[config.mk]
export PLATFORM = sky130hd
export DESIGN_NAME = audio_i2s_tx
export DESIGN_NICKNAME = d
export VERILOG_FILES = /design/src/rtl/audio_pkg.sv /design/src/rtl/audio_clk_gen.sv /design/src/rtl/audio_i2s_tx.sv
export SDC_FILE = /design/constraint.sdc
export NUM_CORES = 1
export LEC_CHECK = 0
export BUFFER_PORTS_ARGS = -buffer_cell sky130_fd_sc_hd__buf_2
export CAP_MARGIN = 20
export CORE_AREA = 5 5 128 130
export DETAILED_ROUTE_END_ITERATION = 7
export DIE_AREA = 0 0 133 135
export PLACE_DENSITY = 0.7
export SKIP_LAST_GASP = 1
export SYNTH_ARGS = -nofsm -noshare
export SYNTH_HDL_FRONTEND = slang
export SYNTH_SLANG_ARGS = --single-unit
export TNS_END_PERCENT = 1
[constraint.sdc]
create_clock -name clk_vga -period 15.1 [get_ports clk_vga]
set_clock_uncertainty 0.15 [all_clocks]
set_input_delay 0.755 -clock clk_vga [delete_from_list [all_inputs] [get_ports clk_vga]]
set_output_delay 0.755 -clock clk_vga [all_outputs]
set_load 0.02 [all_outputs]
[src/rtl/audio_pkg.sv]
`default_nettype none
// ============================================================================
//  Module   : audio_pkg
//  Brief    : Shared constants and helpers for the I2S audio transmitter
//  Revision : 1.0 - initial release
// ============================================================================
package audio_pkg;

  // Serial formats
  localparam int FMT_I2S = 0;  // Philips I2S: MSB one BCLK after LRCK edge
  localparam int FMT_LJ  = 1;  // left-justified: MSB coincident with LRCK edge

  localparam int SAMPLE_W      = 16;
  localparam int BCLK_HALF_DEF = 7;
  localparam int SLOT_BITS_DEF = 32;

  // Frame bit counter width: holds 0..2*SLOT_BITS-1 for SLOT_BITS up to 32
  localparam int CNT_W = 6;

  // Bit driven at slot position pos. In I2S mode the word is delayed one BCLK,
  // so pos 0 underflows to a large index and yields the zero pad.
  function automatic logic slot_bit(input logic [SAMPLE_W-1:0] smp,
                                    input logic [CNT_W-1:0]    pos,
                                    input logic                fmt_lj);
    logic [CNT_W-1:0]    b;
    logic [SAMPLE_W-1:0] shifted;
    b        = fmt_lj ? pos : pos - CNT_W'(1);
    shifted  = smp << b;
    slot_bit = (b < CNT_W'(SAMPLE_W)) ? shifted[SAMPLE_W-1] : 1'b0;
  endfunction

endpackage
`default_nettype wire

[src/rtl/audio_clk_gen.sv]
`default_nettype none
// ============================================================================
//  Module   : audio_clk_gen
//  Brief    : MCLK / BCLK generation from clk_vga with BCLK edge enables
//  Revision : 1.0 - initial release
// ============================================================================
module audio_clk_gen
  import audio_pkg::*;
#(
  parameter int BCLK_HALF = BCLK_HALF_DEF
) (
  input  logic clk_vga,
  input  logic reset_wire,
  output logic mclk_o,
  output logic bclk_o,
  output logic rise_en_o,
  output logic fall_en_o
);

  localparam int               DIV_W    = (BCLK_HALF > 1) ? $clog2(BCLK_HALF) : 1;
  localparam logic [DIV_W-1:0] DIV_LAST = DIV_W'(BCLK_HALF - 1);

  logic [DIV_W-1:0] div_cnt_q;
  logic             mclk_q;
  logic             bclk_q;
  logic             wrap;

  assign wrap = (div_cnt_q == DIV_LAST);

  // Free-running divider: MCLK toggles every cycle, BCLK toggles at divider wrap
  always_ff @(posedge clk_vga or posedge reset_wire) begin
    if (reset_wire) begin
      div_cnt_q <= '0;
      mclk_q    <= 1'b0;
      bclk_q    <= 1'b0;
    end else begin
      mclk_q    <= ~mclk_q;
      div_cnt_q <= wrap ? '0 : div_cnt_q + DIV_W'(1);
      if (wrap) begin
        bclk_q <= ~bclk_q;
      end
    end
  end

  // Enables are high in the cycle whose closing edge moves BCLK to 1 / 0
  assign rise_en_o = wrap & ~bclk_q;
  assign fall_en_o = wrap &  bclk_q;
  assign mclk_o    = mclk_q;
  assign bclk_o    = bclk_q;

endmodule
`default_nettype wire

[src/rtl/audio_i2s_tx.sv]
`default_nettype none
// ============================================================================
//  Module   : audio_i2s_tx
//  Brief    : Stereo 16-bit I2S / left-justified serialiser for external DAC
//  Revision : 1.0 - initial release
// ============================================================================
// reset_wire asserts asynchronously; the upstream reset generator already
// deasserts it synchronously to clk_vga, so no local synchroniser is added.
module audio_i2s_tx
  import audio_pkg::*;
#(
  parameter int BCLK_HALF = BCLK_HALF_DEF,
  parameter int FORMAT    = FMT_I2S,
  parameter int SLOT_BITS = SLOT_BITS_DEF
) (
  input  logic                clk_vga,
  input  logic                reset_wire,
  input  logic [SAMPLE_W-1:0] aud_l,
  input  logic [SAMPLE_W-1:0] aud_r,
  input  logic                mute,
  output logic                i2s_mclk,
  output logic                i2s_bclk,
  output logic                i2s_lrck,
  output logic                i2s_sdata,
  output logic                frame_strobe
);

  localparam logic [CNT_W-1:0] SLOT_LEN  = CNT_W'(SLOT_BITS);
  localparam logic [CNT_W-1:0] LAST_BIT  = CNT_W'(2 * SLOT_BITS - 1);
  localparam logic             FMT_IS_LJ = (FORMAT == FMT_LJ);

  logic fall_en;
  logic rise_en_unused;   // transmitter works purely on BCLK falls

  audio_clk_gen #(
    .BCLK_HALF (BCLK_HALF)
  ) u_clk_gen (
    .clk_vga    (clk_vga),
    .reset_wire (reset_wire),
    .mclk_o     (i2s_mclk),
    .bclk_o     (i2s_bclk),
    .rise_en_o  (rise_en_unused),
    .fall_en_o  (fall_en)
  );

  // ---------------------------------------------------------------- input CDC
  logic [SAMPLE_W-1:0] l_s1_q, l_s2_q, l_s3_q, cand_l_q;
  logic [SAMPLE_W-1:0] r_s1_q, r_s2_q, r_s3_q, cand_r_q;
  logic                stable_l, stable_r;

  assign stable_l = (l_s2_q == l_s3_q);
  assign stable_r = (r_s2_q == r_s3_q);

  // Sample both channels through two flops; candidate follows only when settled
  always_ff @(posedge clk_vga or posedge reset_wire) begin
    if (reset_wire) begin
      l_s1_q   <= '0;
      l_s2_q   <= '0;
      l_s3_q   <= '0;
      cand_l_q <= '0;
      r_s1_q   <= '0;
      r_s2_q   <= '0;
      r_s3_q   <= '0;
      cand_r_q <= '0;
    end else begin
      l_s1_q <= aud_l;
      l_s2_q <= l_s1_q;
      l_s3_q <= l_s2_q;
      r_s1_q <= aud_r;
      r_s2_q <= r_s1_q;
      r_s3_q <= r_s2_q;
      if (stable_l) begin
        cand_l_q <= l_s2_q;
      end
      if (stable_r) begin
        cand_r_q <= r_s2_q;
      end
    end
  end

  // --------------------------------------------------------------- serialiser
  logic [CNT_W-1:0]    bit_cnt_q, bit_cnt_d;
  logic [SAMPLE_W-1:0] held_l_q, held_l_d;
  logic [SAMPLE_W-1:0] held_r_q, held_r_d;
  logic                lrck_q, sdata_q, strobe_q;
  logic                frame_end;
  logic                slot_right;
  logic [CNT_W-1:0]    pos;
  logic                sdata_d;

  // Next frame position, pair latch at frame end, and the bit it puts on the pin
  always_comb begin
    bit_cnt_d  = (bit_cnt_q == LAST_BIT) ? '0 : bit_cnt_q + CNT_W'(1);
    frame_end  = fall_en && (bit_cnt_q == LAST_BIT);
    held_l_d   = held_l_q;
    held_r_d   = held_r_q;
    if (frame_end) begin
      held_l_d = mute ? '0 : cand_l_q;
      held_r_d = mute ? '0 : cand_r_q;
    end
    // lrck and data both follow the post-increment position so they move together
    slot_right = (bit_cnt_d >= SLOT_LEN);
    pos        = slot_right ? (bit_cnt_d - SLOT_LEN) : bit_cnt_d;
    sdata_d    = slot_bit(slot_right ? held_r_d : held_l_d, pos, FMT_IS_LJ);
  end

  // Advance the frame and update pins on each BCLK fall; strobe marks a new pair
  always_ff @(posedge clk_vga or posedge reset_wire) begin
    if (reset_wire) begin
      bit_cnt_q <= '0;
      held_l_q  <= '0;
      held_r_q  <= '0;
      lrck_q    <= 1'b0;
      sdata_q   <= 1'b0;
      strobe_q  <= 1'b0;
    end else begin
      strobe_q <= frame_end;
      if (fall_en) begin
        bit_cnt_q <= bit_cnt_d;
        held_l_q  <= held_l_d;
        held_r_q  <= held_r_d;
        lrck_q    <= slot_right;
        sdata_q   <= sdata_d;
      end
    end
  end

  assign i2s_lrck     = lrck_q;
  assign i2s_sdata    = sdata_q;
  assign frame_strobe = strobe_q;

endmodule
`default_nettype wire
After elaboration in Yosys (flattened, before gate mapping)
Index checks and enable logic that the tools add are counted.

Bits in registers: 174. Bits of input ports: 35. Output and inout bits: 5. Logic and storage cells: 41.

Add/sub/neg operators: 4. Magnitude comparators: 2. Eq/ne operators: 4. Shift operators: 1. Muxes and demuxes: 9. Bitwise operators: 3. Reductions and logical operators: 1.

Operators with widths (count): two-way mux 16 bit (5); equality test 16 bit (2); << shifter 16 x 6 -> 16 bit (1); two-way mux 6 bit (2); adder 6 x 1 -> 6 bit (second input constant) (1); equality test 6 bit (second input constant) (1); >= comparator 6 bit (second input constant) (1); less-than comparator 6 x 5 -> 1 bit (second input constant) (1); subtractor 6 x 1 -> 6 bit (second input constant) (1); subtractor 6 bit (second input constant) (1); adder 3 x 1 -> 3 bit (second input constant) (1); equality test 3 bit (second input constant) (1); two-way mux 3 bit (1); inverter 1 bit (2); bitwise AND 1 bit (1); logical AND 1 bit (1); two-way mux 1 bit (1).

Logic depth before layout (Yosys ltp)
Gate-level depths: netlist of the first run.

Depth after elaboration: 7. Mapped depth: 11.

Hierarchy
A second synthesis of the first run with hierarchy kept.

Cell total of the unflattened synthesis: 475. Area total of the unflattened synthesis: 6472.5 sq um.

Modules (own cells, without submodules): audio_i2s_tx (times used 1, cells an instance 458, area an instance 6278.5 sq um); audio_clk_gen (times used 1, cells an instance 17, area an instance 193.9 sq um).

Worst setup path before layout of the first run
OpenSTA, ideal clock, no wires.

Kind: register to register. Start point: register bit_cnt_q[0]. End point: register sdata_q, in the netlist i2s_sdata. Arrival: 2.164 ns. Setup slack: 12.699 ns. Stages on the path, launching flop included: 11. Buffers on the path: 1. Cell sequence: dfrtp_1 -> ha_1 -> buf_1 -> a21o_1 -> a21boi_0 -> nor2_1 -> nor3_1 -> or3_1 -> o21ai_0 -> a31oi_1 -> o211ai_1.

Cells in the longest elaborated chain, start to end: 7. Elaborated cells between the ends (all ways): 14.

RTL lines: from (decl) (RTL line audio_i2s_tx.sv:82) `logic [CNT_W-1:0] bit_cnt_q, bit_cnt_d;`; from (signal assigned) (RTL line audio_i2s_tx.sv:119) `bit_cnt_q <= bit_cnt_d;`; adder 6 x 1 -> 6 bit or equality test 6 bit (tied branches) (RTL line audio_i2s_tx.sv:93, audio_i2s_tx.sv:94); two-way mux 6 bit (RTL line audio_i2s_tx.sv:93) `bit_cnt_d = (bit_cnt_q == LAST_BIT) ? '0 : bit_cnt_q + CNT_W'(1);`; subtractor 6 bit or >= comparator 6 bit (tied branches) (RTL line audio_i2s_tx.sv:103, audio_i2s_tx.sv:102); two-way mux 6 bit (RTL line audio_i2s_tx.sv:103) `pos = slot_right ? (bit_cnt_d - SLOT_LEN) : bit_cnt_d;`; subtractor 6 x 1 -> 6 bit (RTL line audio_pkg.sv:27) `b = fmt_lj ? pos : pos - CNT_W'(1);`; << shifter 16 x 6 -> 16 bit or less-than comparator 6 x 5 -> 1 bit (tied branches) (RTL line audio_pkg.sv:28, audio_pkg.sv:29); two-way mux 1 bit * (RTL line audio_pkg.sv:29) `slot_bit = (b < CNT_W'(SAMPLE_W)) ? shifted[SAMPLE_W-1] : 1'b0;`; to (signal assigned) (RTL line audio_i2s_tx.sv:123) `sdata_q <= sdata_d;`; to (decl) (RTL line audio_i2s_tx.sv:85) `logic lrck_q, sdata_q, strobe_q;`.

Mark *: on every way between the ends. The rest lies on a longest branch, timed or not. A chain may end at the register's enable or synchronous reset.

Worst setup path after layout of the first run
Same ends and word-level chain as after synthesis.

==> impl_results.md, run 1 <==
- Internal Power: 0.740 mW
- Most frequent cells in the layout: 174 x dfrtp_1, 59 x mux2_2, 39 x buf_2
- Initial antenna violation count: 0
- Fin. max-slew vios: 0
- HP Class: reg -> reg
- Tcrit/Tclk final: 21.9%
- Syn Area/Cell: around 14 µm²
- Final wirelength: 11.2 mm
- Share of cells above drive strength 1: 26.4%
- Initial Utilization: 43.9%
- # placed instances: 679
- Post-synth ARST share: 100%
- Avg WL per Cell: ~16 µm
- Antenna fix cells: 0
- Comb power frac: 2.3%
- Critical path class: reg -> reg
- Area leader, netlist: dfrtp_1
- GRT Overall Usage: 13.5%
- Std-Cell Rows: 45
- Reg power frac: 52.1%
- Fmax achieved: 302 MHz
- Full die area: 18000 µm²
- Routed Antenna Nets: 0
- Sw frac: 20.8%
- Worst-path cell chain: ha_1 -> nand2_1 -> nor3_4 -> buf_4 -> mux2_2 -> nor3_1 -> or3_1 -> o21ai_0 -> a31oi_1 -> o211ai_1
- Sequential fraction of the synthesis area: 66.0%
- Arrival time of data at the critical path endpoint: 3.46 ns
- Worst setup SP type: flip-flop
- Leak: 3.48 nW
- Least-Margin Pin Slew: roughly 0.92 ns
- Hold Fails Final Rpt: 0
- Clock Pin Slew Worst Setup and Hold Paths: 0.06 ns
- Post-synth EDFFs: 0
- CTS Buf Count: 17
- Max FO, Critical Path: 38
- Vias per Instance: 5.06
- Top FF cell, synth: dfrtp_1
- RSZ-0062 raised after global routing: no
- Root Buffer: clkbuf_16
- Area after DPL: 6930 µm²
- Cell variety after synth: 54
- Commonest non-fill, non-tap cell in the layout: dfrtp_1
- CTS hold repair buffers: 0
- Num ports: 40
- Slowest stage delay, CP: 0.62 ns
- Largest net degree at the start of global routing: 99
- CTS tree: yes
- H-Tree Level Count: 4
- Setup tns final: 0 ns
- First-pass GRT wire length: roughly 19 mm
- Drt drc: 0
- Later-pin clock latency in the skew report: 0.42 ns
- Nets: 547
- Post-detail-place hpwl: 7.57 mm
- Synthesized Nets: 508
- Outcome: completed
- Die height: roughly 140 µm
- Synth top area share: roughly two thirds
- Remaining global-route overflow: 0
- Worst endpoint required time: 15.25 ns
- Critical path's slowest cell: dfrtp_1
- Chip width: 133 µm
- PortBufs: 39
- Setup Fix Bufs, Post-CTS: 0
- Vias in the first global route: 3786
- Min cycle time layout: roughly 3.3 ns
- Synth area leaders: dfrtp_1 66%, mux2_2 10%, xor2_1 4.4%
- Via count: about 3600
- Cells after Synth: 471
- Cell Pwr Density: 124 nW/µm²
- Peak supply drop: 0.0917 mV
- Endpoints failing setup: 0
- Net Switching: 0.194 mW
- Post-CTS resize count: 0
- DR pass1 iterations: 4
- Fin cells: 711
- Clock power frac: 45.6%
- Synth warnings: 0
- Cell Area, Synth: about 6600 µm²
- Area grow syn2layout: 14.1%
- Core area: 15000 µm²
- Maxcap violations: 0
- Yosys reg bits: roughly 170
- Design Area, Final: 7520 µm²
- Slew Limit Headroom: 38.8%
- CP Capture Type: flip-flop
- CTS Buffer Depth: 2
- 1st-iter DRT viols: 202
- Gpl congestion: approximately 0.83
- Clock sink count: 174
## sequential cells by signal (all words and copies together), names as in the netlist, 16 cells and up
register / cells
r_s1_q: 16
cand_l_q: 16
held_l_q: 16
l_s1_q: 16
held_r_q: 16
l_s2_q: 16
r_s2_q: 16
r_s3_q: 16
l_s3_q: 16
cand_r_q: 16
## kinds of logic after synthesis
group | Yosys count | share of synthesized area [%]
and+or+nand+nor | 99 | 8.67
muxes | 71 | 11.9
xor gates and xnor gates | 36 | 4.78
adders and majority gates | 2 | 0.379
DFF | 174 | 66.0
AOI/OAI and AO/OA | 58 | 5.96
buffers and inverters | 31 | 2.28
## per-layer routing
metal,vias up,part of all wire (%),track usage (%)
met5,-,0,0
met4,0,2.1,6.12
met3,23,4.7,3.69
met2,76,47,21.0
met1,1797,46,17.6
li1,1701,-,-
## critical path, delay by kind of cell, from the launching register on
kind / cells / cell delay, ns
AOI/OAI and AO/OA: 3 / 0.45
adders and majority gates: 1 / 0.51
buffers and inverters: 1 / 0.40
DFF: 1 / 0.62
muxes: 1 / 0.40
and+or+nand+nor: 4 / 0.63
## power groups by stage
stage,Sequential [mW],Clock (mW),Combinational [mW]
after floorplan,0.493,0,0.0138
after global placement,0.495,0,0.0215
after detailed placement,0.496,0,0.0222
after CTS,0.487,0.438,0.0224
after global routing,0.488,0.457,0.0253
final,0.487,0.426,0.0213
## metrics by stage
stage / utilization (%) / hold slack, ns / total power [mW] / worst slack, ns
after floorplan: - / 0.181 / 0.507 / 9.48
after global placement: 46.1 / 0.182 / 0.516 / 11.89
after detailed placement: 46.1 / 0.185 / 0.518 / 11.81
after CTS: 50.1 / 0.199 / 0.947 / 11.80
after global routing: 50.1 / 0.204 / 0.970 / 11.53
final: 50.1 / 0.197 / 0.935 / 11.79
## synthesized netlist by cell type, types with 4 or more instances
cell        n
a21oi_1    10
a31oi_1     5
buf_2       5
clkbuf_1    9
dfrtp_1   174
inv_1      10
mux2_2     59
mux2i_1    11
nand2_1    19
nand3b_1    4
nand4_1     5
nor2_1     16
nor2b_1    30
nor3_1      5
nor4_1      8
o21ai_0    17
xor2_1     33
## final cells by class
type                            instances  area, µm²
Clock buffer                           20        457
Clock inverter                         12        135
Fill cell                            1284       7510
Inverter                               10       42.5
Multi-Input combinational cell        266       2090
Sequential cell                       174       4350
Tap cell                              188        235
Timing Repair Buffer                   41        210
## worst paths after layout
check / slack (ns) / startpoint / endpoint / depth (start not counted)
worst max-delay path: 11.79 / bit_cnt_q[0] / i2s_sdata / 10
worst min-delay path: 0.20 / l_s1_q[2] / l_s2_q[2] / 0
worst max register to register: 11.79 / bit_cnt_q[0] / i2s_sdata / 10
worst min register to register: 0.20 / l_s1_q[2] / l_s2_q[2] / 0
max in group asynchronous: 12.99 / reset_wire / cand_r_q[9] / 3
min in group asynchronous: 0.37 / reset_wire / l_s1_q[8] / 2
(Power assumes the default switching activity.)
==> inputs of run 2 (changes only) <==
--- a/config.mk
+++ b/config.mk
@@ -10,7 +10,7 @@
 export CORE_AREA = 5 5 128 130
 export DETAILED_ROUTE_END_ITERATION = 7
 export DIE_AREA = 0 0 133 135
-export PLACE_DENSITY = 0.7
+export PLACE_DENSITY = 0.72
 export SKIP_LAST_GASP = 1
 export SYNTH_ARGS = -nofsm -noshare
 export SYNTH_HDL_FRONTEND = slang
==> constraint.sdc (replaced) <==
create_clock -name clk_vga -period 2.9 [get_ports clk_vga]
set_clock_uncertainty 0.15 [all_clocks]
set_input_delay 0.145 -clock clk_vga [delete_from_list [all_inputs] [get_ports clk_vga]]
set_output_delay 0.145 -clock clk_vga [all_outputs]
set_load 0.02 [all_outputs]
==> run 2 against run 1 <==
  * Clock power grew to 5.3 times the previous value
  * Via count grew 6.5%
  * Routed wire length grew 13%
  * Final cell count grew 7.6%
  * Critical path type unchanged
  * Critical endpoint unchanged
  * Highest routed layer unchanged
==> impl_results.md, run 2 (synthesis gave the netlist of run 1 again) <==
- Outcome: completed (unchanged)
- Later-pin clock latency in the skew report: 0.42 ns (about the same)
- Min cycle time layout: 2.60 ns (was 3.31 ns)
- Clock Pin Slew Worst Setup and Hold Paths: 0.07 ns (was 0.06 ns)
- Hold depth: 0 (unchanged)
- Worst r2r path cells: 10 (unchanged)
- Final wirelength: 12.6 mm (was 11.2 mm)
- Fill count: 1231 (was 1284)
- H-Tree Level Count: 4 (unchanged)
- Share of cells above drive strength 1: 27.4% (was 26.4%)
- Cell Pwr Density: 616 nW/µm² (was 124 nW/µm²)
- Leak: 3.74 nW (was 3.48 nW)
- RR Startpoint: bit_cnt_q[0] (unchanged)
- Chip width: 133 µm (unchanged)
- Pre-CTS WS: 0.301 ns (was 11.81 ns)
- Via count: 3832 (was 3597)
- HP Class: reg -> reg (unchanged)
- Clock sink count: 174 (unchanged)
- Hold path endpoint: l_s2_q[1] (was l_s2_q[2])
- Most frequent cells in the layout: 174 x dfrtp_1, 59 x mux2_2, 39 x buf_2 (unchanged)
- CTS tree: yes (unchanged)
- Multi-input gate area: 2090 µm² (unchanged)
- Slew Limit Headroom: 37.8% (was 38.8%)
- Full die area: 18000 µm² (unchanged)
- R2r endpoint: i2s_sdata (unchanged)
- Antenna fix cells: 0 (unchanged)
- # placed instances: 700 (was 679)
- CTS Buffer Depth: 2 (unchanged)
- Fin worst setup slack: 0.303 ns (was 11.79 ns)
- Initial antenna violation count: 0 (unchanged)
- Die height: 135 µm (unchanged)
- Setup tns final: 0 ns (unchanged)
- Commonest non-fill, non-tap cell in the layout: dfrtp_1 (unchanged)
- Num ports: 40 (unchanged)
- Maxcap violations: 0 (unchanged)
- Peak supply drop: 0.385 mV (was 0.0917 mV)
- Std-Cell Rows: 45 (unchanged)
- RSZ-0062 raised after global routing: no (unchanged)
- Min-Delay Startpoint: l_s1_q[1] (was l_s1_q[2])
- Routed Antenna Nets: 0 (unchanged)
- Gpl congestion: 0.856 (was 0.835)
- Drt drc: 0 (unchanged)
- Endpoints failing setup: 0 (unchanged)
- Fin cells: 765 (was 711)
- Post-detail-place hpwl: 8.58 mm (was 7.57 mm)
- Least-Margin Pin Slew: 0.931 ns (was 0.918 ns)
- Remaining global-route overflow: 0 (unchanged)
- Fmax achieved: 385 MHz (was 302 MHz)
- Core area: 15000 µm² (unchanged)
- DR pass1 iterations: 4 (unchanged)
- Vias per Instance: 5.01 (was 5.06)
- Avg WL per Cell: 16.4 µm (was 15.7 µm)
- Crit. Startpoint: bit_cnt_q[0] (unchanged)
- CTS Buf Count: 17 (unchanged)
- CP Capture Type: flip-flop (unchanged)
- Total chip power: 4.96 mW (was 0.935 mW)
- GRT Overall Usage: 15.2% (was 13.5%)
- Area grow syn2layout: 22.1% (was 14.1%)
- Hold Fails Final Rpt: 0 (unchanged)
- Worst setup SP type: flip-flop (unchanged)
- First-pass GRT wire length: 21.6 mm (was 19.1 mm)
- PortBufs: 39 (unchanged)
- Max FO, Critical Path: 38 (unchanged)
- Nets: 601 (was 547)
- Critical path class: reg -> reg (unchanged)
- 1st-iter DRT viols: 174 (was 202)
- Fin. max-slew vios: 0 (unchanged)
- Arrival time of data at the critical path endpoint: 2.74 ns (was 3.46 ns)
- Register area: 4350 µm² (unchanged)
- Vias in the first global route: 4099 (was 3786)
- R2r setup slk: 0.30 ns (was 11.79 ns)
- Largest net degree at the start of global routing: 49 (was 99)
- Root Buffer: clkbuf_16 (unchanged)
- Tcrit/Tclk final: 89.5% (was 21.9%)
- Worst endpoint required time: 3.04 ns (was 15.25 ns)
- Initial Utilization: 43.9% (unchanged)
-- run 2: repair_timing --
item | 4_1_cts | 5_1_grt
buffers inserted | 0 | 0
gates resized for setup | 0 | 0
hold endpoints to repair | 69 | 0
hold buffers | 33 | 0
-- run 2: critical path, cell delays in order, from the launching register on --
cell	delay (ns)
dfrtp_1	0.35
ha_1	0.29
nand2_1	0.16
nor3_4	0.18
buf_12	0.23
mux2_2	0.37
nand2b_1	0.14
o211ai_1	0.16
o21ai_0	0.13
a31oi_1	0.19
o211ai_1	0.12
-- run 2: per-layer routing --
layer,global-route usage (%),vias to the layer above,share of wire [%]
li1,-,1816,-
met1,20.6,1940,46
met2,24.4,68,49
met3,3.87,8,4.0
met4,4.39,0,0.86
met5,0,-,0
-- run 2: how the worst max path moves through the flow --
stage	end	slack, ns	cells past startpoint
3_5_place_dp	i2s_sdata	0.30	10
2_1_floorplan	bit_cnt_q[0]	0.38	1
6_report	i2s_sdata	0.30	10
4_1_cts	i2s_sdata	0.28	10
5_1_grt	i2s_sdata	0.07	10
3_3_place_gp	i2s_sdata	0.23	10
-- run 2: per-stage QoR --
stage	area [µm²]	hold WS, ns	utilization [%]
finish	8050	0.195	53.6
global route	8050	0.197	53.6
CTS	8050	0.191	53.6
detailed placement	7130	0.104	47.4
global placement	7130	0.103	47.4
floorplan	6600	0.0264	-
-- run 2: where the power goes --
part           internal (mW)  switching, mW
sequential              2.50         0.0384
combinational         0.0747         0.0813
clock                   1.32          0.956
total                   3.89           1.08
-- run 2: area by class of cell --
type,count,share of cell area (%)
flip-flops and latches,174,54.1
multi-input cells,266,26.0
repair buffers,95,9.14
clock buffers,20,5.55
well taps,188,2.92
clock inverters,12,1.83
inverters,10,0.513
==> inputs of run 3 (changes only) <==
--- a/config.mk
+++ b/config.mk
@@ -7,9 +7,9 @@
 export LEC_CHECK = 0
 export BUFFER_PORTS_ARGS = -buffer_cell sky130_fd_sc_hd__buf_2
 export CAP_MARGIN = 20
-export CORE_AREA = 5 5 128 130
+export CORE_AREA = 5 5 142 117
 export DETAILED_ROUTE_END_ITERATION = 7
-export DIE_AREA = 0 0 133 135
+export DIE_AREA = 0 0 147 122
 export PLACE_DENSITY = 0.72
 export SKIP_LAST_GASP = 1
 export SYNTH_ARGS = -nofsm -noshare
==> run 3 against run 2 <==
  * Non-clock buffer count down 9
  * Critical path depth shrank 1
  * Global-route usage fell by 1.1 points
  * Core utilization down 1.0 points
  * First-iteration DRC count up 20%
  * Sequential power barely moved
  * Final cell count shrank 0.52%
  * Via count fell by 1.5%
  * Register-to-register slack worse by 0.06 ns
  * Total power up 1.0%
==> impl_results.md, run 3 (synthesis gave the netlist of run 1 again) <==
- Outcome: completed (unchanged)
- Setup tns final: 0 ns (unchanged)
- Critical path class: reg -> reg (unchanged)
- Design Area, Final: 8000 µm² (was 8050 µm²)
- Critical path's slowest cell: a21boi_0 (was mux2_2)
- Post-CTS resize count: 0 (unchanged)
- Max FO, Critical Path: 8 (was 38)
- Tcrit/Tclk final: 91.5% (was 89.5%)
- Final core occ: 52.5% (was 53.6%)
- Area after DPL: 7050 µm² (was 7130 µm²)
- Fin worst setup slack: 0.247 ns (was 0.303 ns)
- Gpl congestion: 0.886 (was 0.856)
- CTS Buf Count: 17 (unchanged)
- HP Class: in -> reg (was reg -> reg)
- Commonest non-fill, non-tap cell in the layout: dfrtp_1 (unchanged)
- Slew Limit Headroom: 51.8% (was 37.8%)
- Met3 wire length: 507 µm (was 501 µm)
- Routed Antenna Nets: 0 (unchanged)
- Core area: 15200 µm² (was 15000 µm²)
- R2r endpoint: i2s_sdata (unchanged)
- Max layer used: met4 (unchanged)
- Nets: 592 (was 601)
- Clock Pin Slew Worst Setup and Hold Paths: 0.07 ns (about the same)
- Avg WL per Cell: 14.9 µm (was 16.4 µm)
- Later-pin clock latency in the skew report: 0.42 ns (about the same)
- Worst r2r path cells: 9 (was 10)
- Post-detail-place hpwl: 7.64 mm (was 8.58 mm)
- Critical Path Most Common Cell: o211ai_1 (unchanged)
- Least-Margin Pin Slew: 0.723 ns (was 0.931 ns)
- RR Startpoint: bit_cnt_q[0] (unchanged)
- Vias in the first global route: 4060 (was 4099)
- Hold Fails Final Rpt: 0 (unchanged)
- PortBufs: 39 (unchanged)
- Worst-path cell chain: ha_1 -> and2_1 -> a211oi_1 -> a21boi_0 -> nand2b_1 -> o211ai_1 -> o21ai_0 -> a31oi_1 -> o211ai_1 (was ha_1 -> nand2_1 -> nor3_4 -> buf_12 -> mux2_2 -> nand2b_1 -> o211ai_1 -> o21ai_0 -> a31oi_1 -> o211ai_1)
- CTS hold repair buffers: 33 (unchanged)
- WHS: 0.189 ns (was 0.195 ns)
- Cell family with most CP delay: compound AO/OA/AOI/OAI gates (unchanged)
- CTS tree: yes (unchanged)
- Worst setup SP type: flip-flop (unchanged)
- Num ports: 40 (unchanged)
- Chip width: 147 µm (was 133 µm)
- Hold depth: 3 (was 0)
- Remaining global-route overflow: 0 (unchanged)
- Fin. max-slew vios: 0 (unchanged)
- Root Buffer: clkbuf_16 (unchanged)
- Fin cells: 761 (was 765)
- Maxcap violations: 0 (unchanged)
- Pre-CTS WS: 0.288 ns (was 0.301 ns)
- Peak supply drop: 0.410 mV (was 0.385 mV)
- Most frequent cells in the layout: 174 x dfrtp_1, 59 x mux2_2, 39 x buf_2 (unchanged)
- CP Capture Type: flip-flop (unchanged)
- H-Tree Level Count: 4 (unchanged)
- Antenna fix cells: 0 (unchanged)
- Full die area: 17900 µm² (was 18000 µm²)
- Share of cells above drive strength 1: 26.6% (was 27.4%)
- Clock sink count: 174 (unchanged)
- RSZ-0062 raised after global routing: no (unchanged)
- Min cycle time layout: 2.65 ns (was 2.60 ns)
- Post-Route M1 WL: 5.52 mm (was 5.77 mm)
- CTS Buffer Depth: 2 (unchanged)
- Min-Delay Startpoint: mute (was l_s1_q[1])
- Vias per Instance: 4.96 (was 5.01)
- R2r setup slk: 0.25 ns (was 0.30 ns)
- GRT Overall Usage: 14.1% (was 15.2%)
- Initial Utilization: 43.3% (was 43.9%)
- Slowest stage delay, CP: 0.47 ns (was 0.37 ns)
- CP bufs+invs: 0 (was 1)
- Final wirelength: 11.4 mm (was 12.6 mm)
- Largest net degree at the start of global routing: 144 (was 49)
- Drt drc: 0 (unchanged)
- Initial antenna violation count: 0 (unchanged)
- Worst endpoint required time: 3.05 ns (was 3.04 ns)
- Arrival time of data at the critical path endpoint: 2.80 ns (was 2.74 ns)
- Setup Fix Bufs, Post-CTS: 0 (unchanged)
- Die height: 122 µm (was 135 µm)
- Std-Cell Rows: 41 (was 45)
- Leak: 3.70 nW (was 3.74 nW)
- Via count: 3774 (was 3832)
- DR pass1 iterations: 4 (unchanged)
- Hold path endpoint: held_r_q[11] (was l_s2_q[1])
- WL met2: 5.22 mm (was 6.20 mm)
- Fmax achieved: 377 MHz (was 385 MHz)
- Total chip power: 5.02 mW (was 4.96 mW)
- # placed instances: 696 (was 700)
- First-pass GRT wire length: 20.2 mm (was 21.6 mm)
- 1st-iter DRT viols: 209 (was 174)
- Area grow syn2layout: 21.3% (was 22.1%)
- Endpoints failing setup: 0 (unchanged)
- Cell Pwr Density: 627 nW/µm² (was 616 nW/µm²)
## run 3: layout make-up
class | instances | area (µm²)
flip-flops and latches | 174 | 4350
well taps | 193 | 241
clock buffers | 17 | 425
fillers | 1257 | 7240
inverters | 10 | 41.3
multi-input cells | 266 | 2090
clock inverters | 15 | 191
repair buffers | 86 | 656
## run 3: power breakdown
part	internal (mW)	switching, mW
sequential	2.49	0.0370
combinational	0.0700	0.0768
clock	1.31	1.02
total	3.88	1.14
## run 3: per-layer routing
layer | track usage, % | up-vias
met5 | 0 | -
met4 | 4.13 | 0
met3 | 4.13 | 9
met2 | 20.9 | 88
met1 | 20.3 | 1882
li1 | - | 1795
## run 3: worst min-delay path: cells and delay by family
kind            cells  cell delay (ns)
buf+inv             1             0.27
simple gates        1             0.23
compound gates      1             0.06
## run 3: worst max path at each step
stage | depth (start not counted) | startpoint | to
final | 9 | bit_cnt_q[0] | i2s_sdata
after global routing | 9 | bit_cnt_q[0] | i2s_sdata
after CTS | 9 | bit_cnt_q[0] | i2s_sdata
after detailed placement | 9 | bit_cnt_q[0] | i2s_sdata
after global placement | 9 | bit_cnt_q[0] | i2s_sdata
after floorplan | 1 | reset_wire | bit_cnt_q[0]
